--- src/rtl/cdb_arbiter.sv ---
// cdb_arbiter: common data bus arbiter with three per-source circular FIFOs
// (mult, alu, st). One FIFO head is broadcast per cycle on cdb_out. A branch
// squash invalidates buffered speculative entries, which are then drained
// silently without ever reaching the bus.
// Optional feature: define CDB_RR_ARB_EN for round-robin arbitration; the
// default build uses fixed priority mult > alu > st.
// Handshake: x_stall is high when source x's FIFO is full; the producer must
// hold x_in.valid low while x_stall is high. cdb_out is a valid-qualified
// broadcast with no back-pressure: a packet shown with valid=1 is consumed
// at the next rising clock edge.

package cdb_arbiter_pkg;
  typedef struct packed {
    logic        valid;
    logic [31:0] value;
    logic [4:0]  rob_tag;
    logic [31:0] inst;
    logic [31:0] npc;
    logic        spec;
  } ex_wr_packet;
endpackage

module cdb_arbiter
  import cdb_arbiter_pkg::*;
#(
  parameter int FIFO_DEPTH = 2
) (
  input  logic        clock,
  input  logic        reset,
  input  ex_wr_packet alu_in,
  input  ex_wr_packet st_in,
  input  ex_wr_packet mult_in,
  input  logic        squash,
  output logic        alu_stall,
  output logic        st_stall,
  output logic        mult_stall,
  output ex_wr_packet cdb_out
);

  localparam int PW   = $clog2(FIFO_DEPTH);
  localparam int CW   = $clog2(FIFO_DEPTH + 1);
  localparam int NSRC = 3;

  // Source index: 0 = mult, 1 = alu, 2 = st (also the round-robin encoding).
  ex_wr_packet   mem   [NSRC][FIFO_DEPTH];
  logic [PW-1:0] head  [NSRC];
  logic [PW-1:0] tail  [NSRC];
  logic [CW-1:0] count [NSRC];

  ex_wr_packet   src_in   [NSRC];
  ex_wr_packet   head_pkt [NSRC];
  logic [NSRC-1:0] full;
  logic [NSRC-1:0] eligible;
  logic [NSRC-1:0] silent_deq;
  logic [NSRC-1:0] grant_deq;
  logic [NSRC-1:0] enq;
  logic [NSRC-1:0] deq;

  logic        grant_found;
  logic [1:0]  grant_src;
  ex_wr_packet grant_pkt;
  logic        grant_fire;

  assign src_in[0] = mult_in;
  assign src_in[1] = alu_in;
  assign src_in[2] = st_in;

  // Per-FIFO status: head view, full flag, eligibility, silent drain, enqueue.
  always_comb begin
    for (int s = 0; s < NSRC; s++) begin
      head_pkt[s]   = mem[s][head[s]];
      full[s]       = (count[s] == CW'(FIFO_DEPTH));
      eligible[s]   = (count[s] != '0) && head_pkt[s].valid;
      silent_deq[s] = (count[s] != '0) && !head_pkt[s].valid;
      // Speculative arrivals during a squash belong to the flushed path.
      enq[s]        = src_in[s].valid && !full[s] && !(squash && src_in[s].spec);
    end
  end

`ifdef CDB_RR_ARB_EN
  logic [1:0] rr_ptr;
  logic [1:0] cand [NSRC];

  function automatic logic [1:0] next_src(input logic [1:0] p);
    return (p == 2'd2) ? 2'd0 : p + 2'd1;
  endfunction

  // Round-robin search starting just after the last granted source.
  always_comb begin
    grant_found = 1'b0;
    grant_src   = 2'd0;
    cand[0]     = next_src(rr_ptr);
    cand[1]     = next_src(cand[0]);
    cand[2]     = next_src(cand[1]);
    for (int k = 0; k < NSRC; k++) begin
      if (!grant_found && eligible[cand[k]]) begin
        grant_found = 1'b1;
        grant_src   = cand[k];
      end
    end
  end

  // Remember the last source that actually broadcast.
  always_ff @(posedge clock) begin
    if (reset) begin
      rr_ptr <= 2'd0;
    end else if (grant_fire) begin
      rr_ptr <= grant_src;
    end
  end
`else
  // Fixed priority: mult, then alu, then st.
  always_comb begin
    grant_found = 1'b1;
    grant_src   = 2'd0;
    if (eligible[0]) begin
      grant_src = 2'd0;
    end else if (eligible[1]) begin
      grant_src = 2'd1;
    end else if (eligible[2]) begin
      grant_src = 2'd2;
    end else begin
      grant_found = 1'b0;
    end
  end
`endif

  // Grant qualification, bus drive and dequeue selection.
  always_comb begin
    grant_pkt  = head_pkt[grant_src];
    // A speculative head seen during a squash is neither broadcast nor popped;
    // it is invalidated at this edge and drained silently afterwards.
    grant_fire = grant_found && !(squash && grant_pkt.spec);
    cdb_out    = '0;
    if (grant_fire && !reset) begin
      cdb_out = grant_pkt;
    end
    for (int s = 0; s < NSRC; s++) begin
      grant_deq[s] = grant_fire && (grant_src == 2'(s));
      deq[s]       = grant_deq[s] || silent_deq[s];
    end
    mult_stall = full[0] && !reset;
    alu_stall  = full[1] && !reset;
    st_stall   = full[2] && !reset;
  end

  // FIFO storage, pointers and occupancy counts.
  always_ff @(posedge clock) begin
    if (reset) begin
      for (int s = 0; s < NSRC; s++) begin
        head[s]  <= '0;
        tail[s]  <= '0;
        count[s] <= '0;
        for (int e = 0; e < FIFO_DEPTH; e++) begin
          mem[s][e] <= '0;
        end
      end
    end else begin
      for (int s = 0; s < NSRC; s++) begin
        // Invalidate first so a same-edge enqueue into a free slot wins.
        if (squash) begin
          for (int e = 0; e < FIFO_DEPTH; e++) begin
            if (mem[s][e].spec) begin
              mem[s][e].valid <= 1'b0;
            end
          end
        end
        if (enq[s]) begin
          mem[s][tail[s]] <= src_in[s];
          tail[s]         <= tail[s] + PW'(1);
        end
        if (deq[s]) begin
          head[s] <= head[s] + PW'(1);
        end
        if (enq[s] && !deq[s]) begin
          count[s] <= count[s] + CW'(1);
        end else if (!enq[s] && deq[s]) begin
          count[s] <= count[s] - CW'(1);
        end
      end
    end
  end

  // A producer must not present a packet while its FIFO is full.
  a_alu_no_overflow: assert property (@(posedge clock) disable iff (reset)
    !(alu_in.valid && full[1]))
    else $error("cdb_arbiter: alu packet dropped, FIFO full");
  a_st_no_overflow: assert property (@(posedge clock) disable iff (reset)
    !(st_in.valid && full[2]))
    else $error("cdb_arbiter: st packet dropped, FIFO full");
  a_mult_no_overflow: assert property (@(posedge clock) disable iff (reset)
    !(mult_in.valid && full[0]))
    else $error("cdb_arbiter: mult packet dropped, FIFO full");

endmodule

--- config.mk ---
export PLATFORM = sky130hd
export DESIGN_NAME = cdb_arbiter
export DESIGN_NICKNAME = d
export VERILOG_FILES = /design/src/rtl/cdb_arbiter.sv
export SDC_FILE = /design/constraint.sdc
export NUM_CORES = 1
export LEC_CHECK = 0
export ABC_AREA = 1
export BUFFER_PORTS_ARGS = -buffer_cell sky130_fd_sc_hd__clkbuf_2
export CAP_MARGIN = 20
export CORE_ASPECT_RATIO = 1.2
export CORE_MARGIN = 5
export CORE_UTILIZATION = 30
export DETAILED_ROUTE_END_ITERATION = 7
export GPL_ROUTABILITY_DRIVEN = 0
export PLACE_DENSITY = 0.46
export SLEW_MARGIN = 0
export SYNTH_ARGS = -nofsm -noshare
export SYNTH_HDL_FRONTEND = slang
export SYNTH_SLANG_ARGS = --single-unit
--- constraint.sdc ---
create_clock -name clock -period 7.45 [get_ports clock]
set_input_delay 0.3725 -clock clock [delete_from_list [all_inputs] [get_ports clock]]
set_output_delay 0.3725 -clock clock [all_outputs]
set_load 0.01 [all_outputs]
# Yosys cells after proc, flatten, opt, wreduce, memory -nomap -nowiden
# Memory sizes are Yosys's and may differ from the RTL's.
# Index checks and enable logic that the tools add are counted.
[word_totals] regBits=0 ramBits=630 inputBits=312 out_inout_bits=106 elab_cells=1460 mem_count=4
[memory_table] memory="mem" words=3 width=206 rd=3 rd_clocked_by_memory_dff=0 wr=3 line_no="45" rtl="ex_wr_packet mem [NSRC][FIFO_DEPTH];"
[memory_table] memory="count" words=3 width=2 rd=3 rd_clocked_by_memory_dff=0 wr=3 line_no="48" rtl="logic [CW-1:0] count [NSRC];"
[memory_table] memory="head" words=3 width=1 rd=3 rd_clocked_by_memory_dff=0 wr=3 line_no="46" rtl="logic [PW-1:0] head [NSRC];"
[memory_table] memory="tail" words=3 width=1 rd=3 rd_clocked_by_memory_dff=0 wr=3 line_no="47" rtl="logic [PW-1:0] tail [NSRC];"
[op_classes] n_addsub=12 magnitude_cmp=10 n_eq_ne=5 muxes=729 n_bitwise=643 n_reduce_logical=57
[ops] operator="$mux W103" count=15
[ops] operator="$mux W1" count=698
[ops] operator="$or A1 B1 Y1" count=636
[ops] operator="$mux W206" count=3
[ops] operator="$demux W103 S1" count=3
[ops] operator="$bmux W103 S2" count=1
[ops] operator="$logic_and A1 B1 Y1" count=33
[ops] operator="$mux W2" count=9
[ops] operator="$logic_not A1 Y1" count=17
[ops] operator="$ge A2 B2 Y1 const B" count=6
[ops] operator="$not A1 Y2" count=6
[ops] operator="$eq A2 B2 Y1 const B" count=4
[ops] operator="$add A1 B1 Y1 const B" count=6
[ops] operator="$add A2 B1 Y2 const B" count=3
[ops] operator="$lt A2 B1 Y1 const B" count=3
[ops] operator="$reduce_bool A2 Y1" count=3
[ops] operator="$sub A2 B1 Y2 const B" count=3
[ops] operator="$ge A3 B3 Y1 const B" count=1
[ops] operator="$logic_or A1 B1 Y1" count=3
[ops] operator="$not A2 Y3" count=1
[ops] operator="$eq A2 B1 Y1 const B" count=1
[ops] operator="$logic_not A2 Y1" count=1

# Longest topological paths before layout
# Gate-level depths: netlist (run 1).
# An unclocked memory read counts as a cell.
[depth] ltp_word=25 ltp_mapped=16 mapped_depth_nobuf=15

# Worst setup path before layout (run 1)
# No wires, ideal clock.
[synth_timing] path_kind="input -> register" from="input squash" to="memory mem[0][412] (netlist bit), enable pin" setup_ns=0.464 arrival_ns=3.627 t_required_ns=6.986 path_slack_ns=3.359 path_stages=10 path_buffers=3 path_cell_list="buf_2 inv_1 o211ai_1 nor2_1 inv_1 nor2_1 inv_2 buf_2 buf_2 nand2_1"
[synth_rtl] element="start, declared" line_no="33" rtl="input logic squash,"
[synth_rtl] element="end, declared" line_no="45"

==> flow_summary.ini, run 1 <==
[hold_path]
hp-class = primary input to flip-flop
min_delay_path_depth = 3
holdPathEnd = mem[0][345]
hold_path.startpoint = alu_in[36]

[layout]
drive_gt1_share_pct = 19.9
fin_nets = 3609
area_growth_pct = 19.6
layout_commonest_cell = nor2_1
stdcell_area_mm2 = 0.0344
final_cell_mix = nor2_1, edfxtp_1, clkbuf_2
fill_cells = 9763

[global_routing]
grt_pass1_wl_um = 153000
track_usage_pct = 20.5
grt_pass1_vias = 21200
grt_max_degree = 81
antenna_found_initial = 10
grt_overflow = 0

[timing]
hold_viol_final = 0
setup_viol = 0
tightest_slew_ns = 1.06
fin_skew_ns = 0.0377
slew_headroom_pct = 29.2
finalSetupTns_ns = 0
max_freq_mhz = 192
slew_viol_final = 0
fin_hold_ws_ns = 0.0616
finalCritPeriodShare_pct = 70.0
rsz0062_at_grt = no
fin_crit_ns = 5.22

[cts]
cts_buffer_depth = 3
postCtsSetupRepairBufs = 0
htree_levels = 3
clock_sinks = 630
clk_latency_ns = 0.63
root_buffer = clkbuf_16
clkSlewWorstSetupHoldPaths_ns = 0.06
numCtsBuffers = 73
holdBufCountCts = 0
cts_resized = 0
cts_tree = done

[yosys]
yosysWarningCount = 0
synth_top_area_share_pct = 65.7
syn-instance-count = 2943
ys_seq_elements = 630
seq_area_frac_synth_pct = 65.7
syn-mean-instance-area_um2 = 9.78
synth-simple-area-share_pct = 19.0
synth_top_family_by_area = simple AND/OR/NAND/NOR gates
ys_types = 29
syn-num-nets = 3257
synthAdderAreaFrac_pct = 0.0870
synthMuxAreaShare_pct = 0.0348
synthTopCellsByArea = edfxtp_1, nor2_1, nand2_1
synth-xor-area-share_pct = 0.0304
synth_area_mm2 = 0.0288
yosysTopAreaCell = edfxtp_1
synth_compound_area_share_pct = 7.81

[die]
start_util_pct = 30.2
die_width_um = 293
dieHeight_um = 349
die-area_mm2 = 0.102
core_mm2 = 0.0953
num_rows = 124
ios = 418

[route]
antenna_left = 0
vias = 21500
wire_per_inst_um = 23.6
first_pass_iters = 6
routed_wl_um = 109000
drcViolationCount = 0
initialDrtViolationCount = 1535
via_per_inst = 4.67

[setup_path]
start_kind = flip-flop
rr_startpoint = head[0][1]
path_delay_family = buffers and inverters
end_kind = output port
crit_fanout = 70
path_cells = inv_4 > nand2_1 > nand3_1 > nand3_4 > inv_2 > buf_4 > nand2_1 > nand3_2 > nand3_4 > buf_4 > a21oi_1 > clkbuf_2
crit_type = flip-flop to output port
r2r-end = count[2][1]
rrSetupSlack_ns = 3.40
crit_arrival_ns = 4.84
crit_path_max_incr_delay_ns = 0.63
rr_worst_depth = 13
worstPathBufferInverterCount = 5
slowest_stage = inv_4
cp_data_required_time_ns = 7.08

[pwr]
powerDensity_mw_per_mm2 = 366
vdd_ir_drop_max_v = 0.000260
leakage_nw = 14.8

[placed_design]
io_buffer_count = 417
dpl.hpwl_um = 73400
dpl-instance-area_mm2 = 0.0321

[outcome]
outcome = finished, final reports clean

[run]
drv_cap = 0
==> synthesized netlist by cell type (all sizes together) <==
cell    instances
a21oi         206
a311oi         10
a31oi          22
buf            68
clkbuf        117
edfxtp        630
ha              2
inv           352
mux2i           1
nand2         375
nand3          24
nand3b          1
nand4           1
nor2          907
nor3            3
o211ai         74
o21ai          64
o311ai         13
or2            72
xor2            1
==> area by class of cell <==
type	count	area [µm²]	area share [%]
Antenna cell	5	12.5	0.0364
Clock buffer	87	1900	5.52
Clock inverter	44	419	1.22
Inverter	352	1340	3.90
Multi-Input combinational cell	1776	7810	22.7
Sequential cell	630	18900	55.0
Tap cell	1260	1580	4.58
Timing Repair Buffer	462	2420	7.05
==> layer usage <==
| metal | GRT usage (%) | routed length, µm | part of all wire [%] | up-vias |
|---|---|---|---|---|
| met5 | 0 | 26 | 0.024 | - |
| met4 | 5.45 | 2950 | 2.7 | 4 |
| met3 | 3.51 | 6510 | 6.0 | 111 |
| met2 | 37.8 | 57100 | 52 | 684 |
| met1 | 24.8 | 42500 | 39 | 10500 |
| li1 | - | - | - | 10300 |
==> through the flow <==
| stage | total power (W) | util [%] | std cells | worst slack, ns |
|---|---|---|---|---|
| after global routing | 0.0132 | 36.1 | 4612 | 1.95 |
| after CTS | 0.0128 | 36.1 | 4611 | 2.25 |
| final | 0.0126 | 36.1 | 4616 | 2.23 |
| after floorplan | 0.00699 | - | 2943 | 3.36 |
| after global placement | 0.00927 | 33.7 | 4479 | 3.00 |
| after detailed placement | 0.00924 | 33.7 | 4480 | 2.95 |
==> sequential cells by signal, summed over array words and instances, names as in the netlist <==
signal  flops
count       6
head        3
mem       618
tail        3
==> where the power goes <==
part           internal, W  switching [W]
clock              0.00204        0.00151
combinational      0.00116        0.00343
sequential         0.00437      0.0000971
==> how the worst max path moves through the flow <==
stage,startpoint,end,slack [ns],cells after the start
after detailed placement,head[0][1],cdb_out[62],2.95,12
after floorplan,squash,mem[0][412],3.36,10
after CTS,head[0][1],cdb_out[62],2.25,12
after global placement,head[0][1],cdb_out[62],3.00,12
final,head[0][1],cdb_out[60],2.23,12
after global routing,head[0][1],cdb_out[62],1.95,12
==> worst reg2reg max path, stage by stage, from the launching register on <==
cell and delay (ns):
edfxtp_1 0.46, inv_4 0.63, nand2_1 0.17, nand2_1 0.14
nor2_2 0.06, nand2_4 0.38, inv_2 0.35, nor2_4 0.17
buf_4 0.63, nand3_1 0.26, nand3_1 0.15, nand2_1 0.10
nor2_4 0.19, a21oi_1 0.10
==> logic make-up (layout without fill, tap and decap cells) <==
logic type | after synthesis | after routing
and+or+nand+nor | 1383 | 1383
DFF | 630 | 630
buffers and inverters | 537 | 945
AOI/OAI and AO/OA | 389 | 389
adders and majority gates | 2 | 2
xor gates and xnor gates | 1 | 1
muxes | 1 | 1
other | 0 | 5
No activity file was read; power rests on OpenSTA's default activity.
==> inputs of run 2 (changes only) <==
Clock period 7.45 ns to 5 ns, I/O delays scaled along.
==> run 2 against run 1 <==
Against the previous run:
- clock-buffer cell count up 1
- non-clock buffer count up 265
- sequential share of layout area down 4.0 points
- routed wire length up 2.6%
- cell count up 5.7%
- setup slack worse by 1.9 ns
- worst hold slack worse by 0.046 ns
- sequential cell count unchanged
- power up 49%
- via count up 6.2%
- register-to-register slack worse by 1.9 ns
- global-route usage up 0.66 points
==> flow_summary.ini, run 2 (synthesis results as in run 1) <==
[die]
num_rows = 124
die-area_mm2 = 0.102
ios = 418
start_util_pct = 30.2
core_mm2 = 0.0953
dieHeight_um = 349
die_width_um = 293

[placed_design]
dp_cells = 4473
dp_worst_setup_slack_ns = 0.873
io_buffer_count = 417
dpl-instance-area_mm2 = 0.0321
dpl.hpwl_um = 74600

[layout]
stdcell_count = 4877
largest_register = mem
final_cell_mix = nor2_1, edfxtp_1, clkbuf_2
layout_commonest_cell = nor2_1
largest_reg_flops = 618
area_growth_pct = 28.9
fin_nets = 3874
drive_gt1_share_pct = 18.1
reg_top3 = mem x618, count x6
stdcell_area_mm2 = 0.0371

[cts]
postCtsSetupRepairBufs = 0
cts_buffer_depth = 3
cts_resized = 0
holdBufCountCts = 272
cts_tree = done
htree_levels = 3
clk_latency_ns = 0.61
numCtsBuffers = 73
root_buffer = clkbuf_16
clock_sinks = 630
clkSlewWorstSetupHoldPaths_ns = 0.06

[timing]
fin_skew_ns = 0.0278
tightest_slew_ns = 1.14
fin_crit_ns = 4.70
setup_viol = 0
fin_ws_ns = 0.303
finalCritPeriodShare_pct = 93.9
finalSetupTns_ns = 0
slew_viol_final = 0
hold_viol_final = 0
rsz0062_at_grt = no
max_freq_mhz = 213
slew_headroom_pct = 24.3

[setup_path]
crit_fanout = 46
rrSetupSlack_ns = 1.52
rr_startpoint = head[0][1]
cp_data_required_time_ns = 4.75
r2r-end = head[0][2]
end_kind = output port
crit_arrival_ns = 4.45
start_kind = flip-flop
crit_path_start = head[0][1]
crit_type = flip-flop to output port
rr_worst_depth = 13

[route]
wire_per_inst_um = 22.9
vias = 22900
first_pass_iters = 5
routed_wl_um = 112000
via_per_inst = 4.69
antenna_left = 0
initialDrtViolationCount = 1584
drcViolationCount = 0

[global_routing]
grt_max_degree = 79
grt_pass1_wl_um = 159000
track_usage_pct = 21.2
grt_overflow = 0
grt_pass1_vias = 23000
antenna_found_initial = 2

[pwr]
vdd_ir_drop_max_v = 0.000298
leakage_nw = 15.9
powerDensity_mw_per_mm2 = 504

[hold_path]
hp-class = primary input to flip-flop
holdPathEnd = mem[0][162]
hold_path.startpoint = mult_in[59]
min_delay_path_depth = 3

[run]
drv_cap = 0

[outcome]
outcome = finished, final reports clean
==> run 2: cell count changes in the layout (fill, tap and decap cells not counted), sizes merged <==
cell	previous run	this run
inv	353	352
clkbuf	504	505
diode	5	1
clkinvlp	3	2
clkdlybuf4s18	0	1
bufinv	6	4
buf	45	37
clkinv	34	37
dlygate4sd3	0	272
==> run 2: worst max path at each step <==
stage	endpoint	slack, ns	cells after the start
finish	cdb_out[0]	0.30	12
global placement	cdb_out[0]	0.92	12
detailed placement	cdb_out[0]	0.87	12
CTS	cdb_out[0]	0.21	12
floorplan	mem[0][412]	0.92	11
global route	cdb_out[0]	0.03	12
==> run 2: area by class of cell <==
cell class                      count  area (µm²)
Timing Repair Buffer              727        5180
Sequential cell                   630       18900
Antenna cell                        1        2.50
Inverter                          352        1340
Clock inverter                     43         308
Multi-Input combinational cell   1776        7810
Clock buffer                       88        1950
Tap cell                         1260        1580
Fill cell                        9596       58200
==> run 2: metal layers <==
metal | GRT usage, % | share of wire (%) | vias up
met5 | 0 | 0.0072 | -
met4 | 6.79 | 3.7 | 2
met3 | 2.69 | 4.8 | 151
met2 | 39.4 | 52 | 757
met1 | 25.4 | 39 | 11200
li1 | - | - | 10800
==> run 2: report_power, final <==
part           switching (W)  internal [W]  leakage, nW  total, W
combinational        0.00508       0.00181         8.25   0.00689
clock                0.00218       0.00297         1.10   0.00515
sequential          0.000163       0.00650         6.56   0.00666
==> run 2: worst max-delay path, stage by stage, from the launching register on <==
cell      delay [ns]
edfxtp_1        0.39
buf_4           0.53
nand2_1         0.15
nand3_1         0.17
nand3_4         0.27
inv_2           0.38
nand2_1         0.14
nand3_2         0.14
nand3_4         0.39
inv_2           0.54
nand3_1         0.41
inv_1           0.14
clkbuf_2        0.14
==> run 2: stage by stage <==
stage / total power, W / utilization (%) / hold WS (ns)
5_1_grt: 0.0196 / 38.9 / 0.00835
3_3_place_gp: 0.0136 / 33.7 / 0.544
2_1_floorplan: 0.0104 / - / 0.470
4_1_cts: 0.0190 / 38.9 / 0.00158
6_report: 0.0187 / 38.9 / 0.0157
3_5_place_dp: 0.0136 / 33.7 / 0.556
==> inputs of run 3 (changes only) <==
--- a/config.mk
+++ b/config.mk
@@ -15,3 +15,3 @@
 export GPL_ROUTABILITY_DRIVEN = 0
-export PLACE_DENSITY = 0.46
+export PLACE_DENSITY = 0.48
 export SLEW_MARGIN = 0
==> constraint.sdc (replaced) <==
create_clock -name clock -period 3.9 [get_ports clock]
set_input_delay 0.39 -clock clock [delete_from_list [all_inputs] [get_ports clock]]
set_output_delay 0.39 -clock clock [all_outputs]
set_load 0.01 [all_outputs]
==> run 3 against run 2 <==
Against the previous run:
- sequential power increased by 28%
- design area fell by 6.3%
- first-iteration DRC count rose by 15%
- routed wire length grew 4.0%
- clock-buffer cell count decreased by 5
- register-to-register slack got worse by 0.39 ns
- largest cell class unchanged
==> flow_summary.ini, run 3 (synthesis results as in run 1) <==
[route]
vias = 22300
drcViolationCount = 0
via_per_inst = 4.81
antenna_left = 0
initialDrtViolationCount = 1816
first_pass_iters = 5
routed_wl_um = 116000
wire_per_inst_um = 25.1

[global_routing]
track_usage_pct = 22.0
antenna_found_initial = 13
grt_max_degree = 104
grt_pass1_wl_um = 162000
grt_pass1_vias = 22300
grt_overflow = 0

[setup_path]
start_kind = flip-flop
cp_data_required_time_ns = 3.51
path_delay_family = compound AO/OA/AOI/OAI gates
path_cells = nand2_1 > nand2_1 > nor2_2 > nand2_4 > buf_6 > o311ai_0 > nand2_1 > a31oi_1 > clkbuf_2
crit_type = flip-flop to output port
worstPathBufferInverterCount = 2
path_common_cell = nand2_1
slowest_stage = o311ai_0
crit_path_max_incr_delay_ns = 0.84
crit_fanout = 30
crit_arrival_ns = 3.32
end_kind = output port

[pwr]
powerDensity_mw_per_mm2 = 698
vdd_ir_drop_max_v = 0.000522
leakage_nw = 15.0
total_power_w = 0.0243

[cts]
clock_sinks = 630
root_buffer = clkbuf_16
clkSlewWorstSetupHoldPaths_ns = 0.06
clk_latency_ns = 0.62
numCtsBuffers = 72
htree_levels = 3
cts_buffer_depth = 3
postCtsSetupRepairBufs = 0
cts_tree = done

[timing]
rsz0062_at_grt = no
slew_headroom_pct = 32.4
finalCritPeriodShare_pct = 95.2
hold_viol_final = 0
max_freq_mhz = 269
setup_viol = 0
finalSetupTns_ns = 0
fin_crit_ns = 3.71
slew_viol_final = 0
tightest_slew_ns = 1.00
fin_ws_ns = 0.187
fin_skew_ns = 0.0299

[layout]
layout_commonest_cell = nor2_1
stdcell_area_mm2 = 0.0348
largest_register = mem
reg_top3 = mem x618, count x6
largest_reg_flops = 618
fin_util_pct = 36.5
final_cell_mix = nor2_1, edfxtp_1, clkbuf_2
drive_gt1_share_pct = 20.0
fill_cells = 9755
area_growth_pct = 20.8
fin_nets = 3620

[die]
ios = 418
dieHeight_um = 349
num_rows = 124
die_width_um = 293
core_mm2 = 0.0953
die-area_mm2 = 0.102
start_util_pct = 30.2

[placed_design]
dp_worst_setup_slack_ns = 0.642
dpl-instance-area_mm2 = 0.0324
io_buffer_count = 417
dpl.hpwl_um = 80300

[hold_path]
hp-class = primary input to flip-flop

[run]
drv_cap = 0

[outcome]
outcome = finished, final reports clean
run 3: repair_timing:
action / in CTS / in global routing
gates cloned: 0 / 0
hold buffers: 0 / 0
gates resized for setup: 1 / 5
setup endpoints to repair: 1 / 12
run 3: per-layer routing:
metal	track usage [%]	routed length (µm)
met4	12.0	7250
met3	3.48	7770
met2	39.0	58800
met1	25.6	42400
met5	0	41
run 3: path summary, 6_finish.rpt:
kind / startpoint / endpoint / cells after the start / slack (ns)
max: head[0][1] / cdb_out[65] / 9 / 0.19
min: st_in[18] / mem[0][533] / 3 / 0.08
max reg2reg: head[0][1] / head[0][0] / 13 / 1.13
min reg2reg: count[0][0] / count[0][0] / 1 / 0.58
run 3: area by class of cell:
| cell class | instances | area [µm²] | share of cell area (%) |
|---|---|---|---|
| repair buffers | 474 | 2760 | 7.95 |
| clock inverters | 46 | 413 | 1.19 |
| diodes | 7 | 17.5 | 0.0504 |
| multi-input cells | 1776 | 7830 | 22.5 |
| inverters | 352 | 1350 | 3.87 |
| flip-flops and latches | 630 | 18900 | 54.4 |
| well taps | 1260 | 1580 | 4.54 |
| clock buffers | 83 | 1890 | 5.43 |
run 3: tightest hold or removal path, delay by kind of cell:
family	cells	cell delay (ns)
buffers and inverters	2	0.11
AND/OR/NAND/NOR	1	0.08
run 3: power by group:
group          leakage (nW)  switching [W]  internal, W
Clock                  1.12        0.00288      0.00388
Sequential             6.56       0.000201      0.00833
Combinational          7.27        0.00660      0.00237
Total                  15.0        0.00969       0.0146
run 3: per-stage QoR:
stage | hold WS, ns | std cells
after detailed placement | 0.570 | 4492
after global routing | 0.0568 | 4624
after floorplan | 0.526 | 2943
after CTS | 0.0360 | 4621
final | 0.0787 | 4628
after global placement | 0.548 | 4492
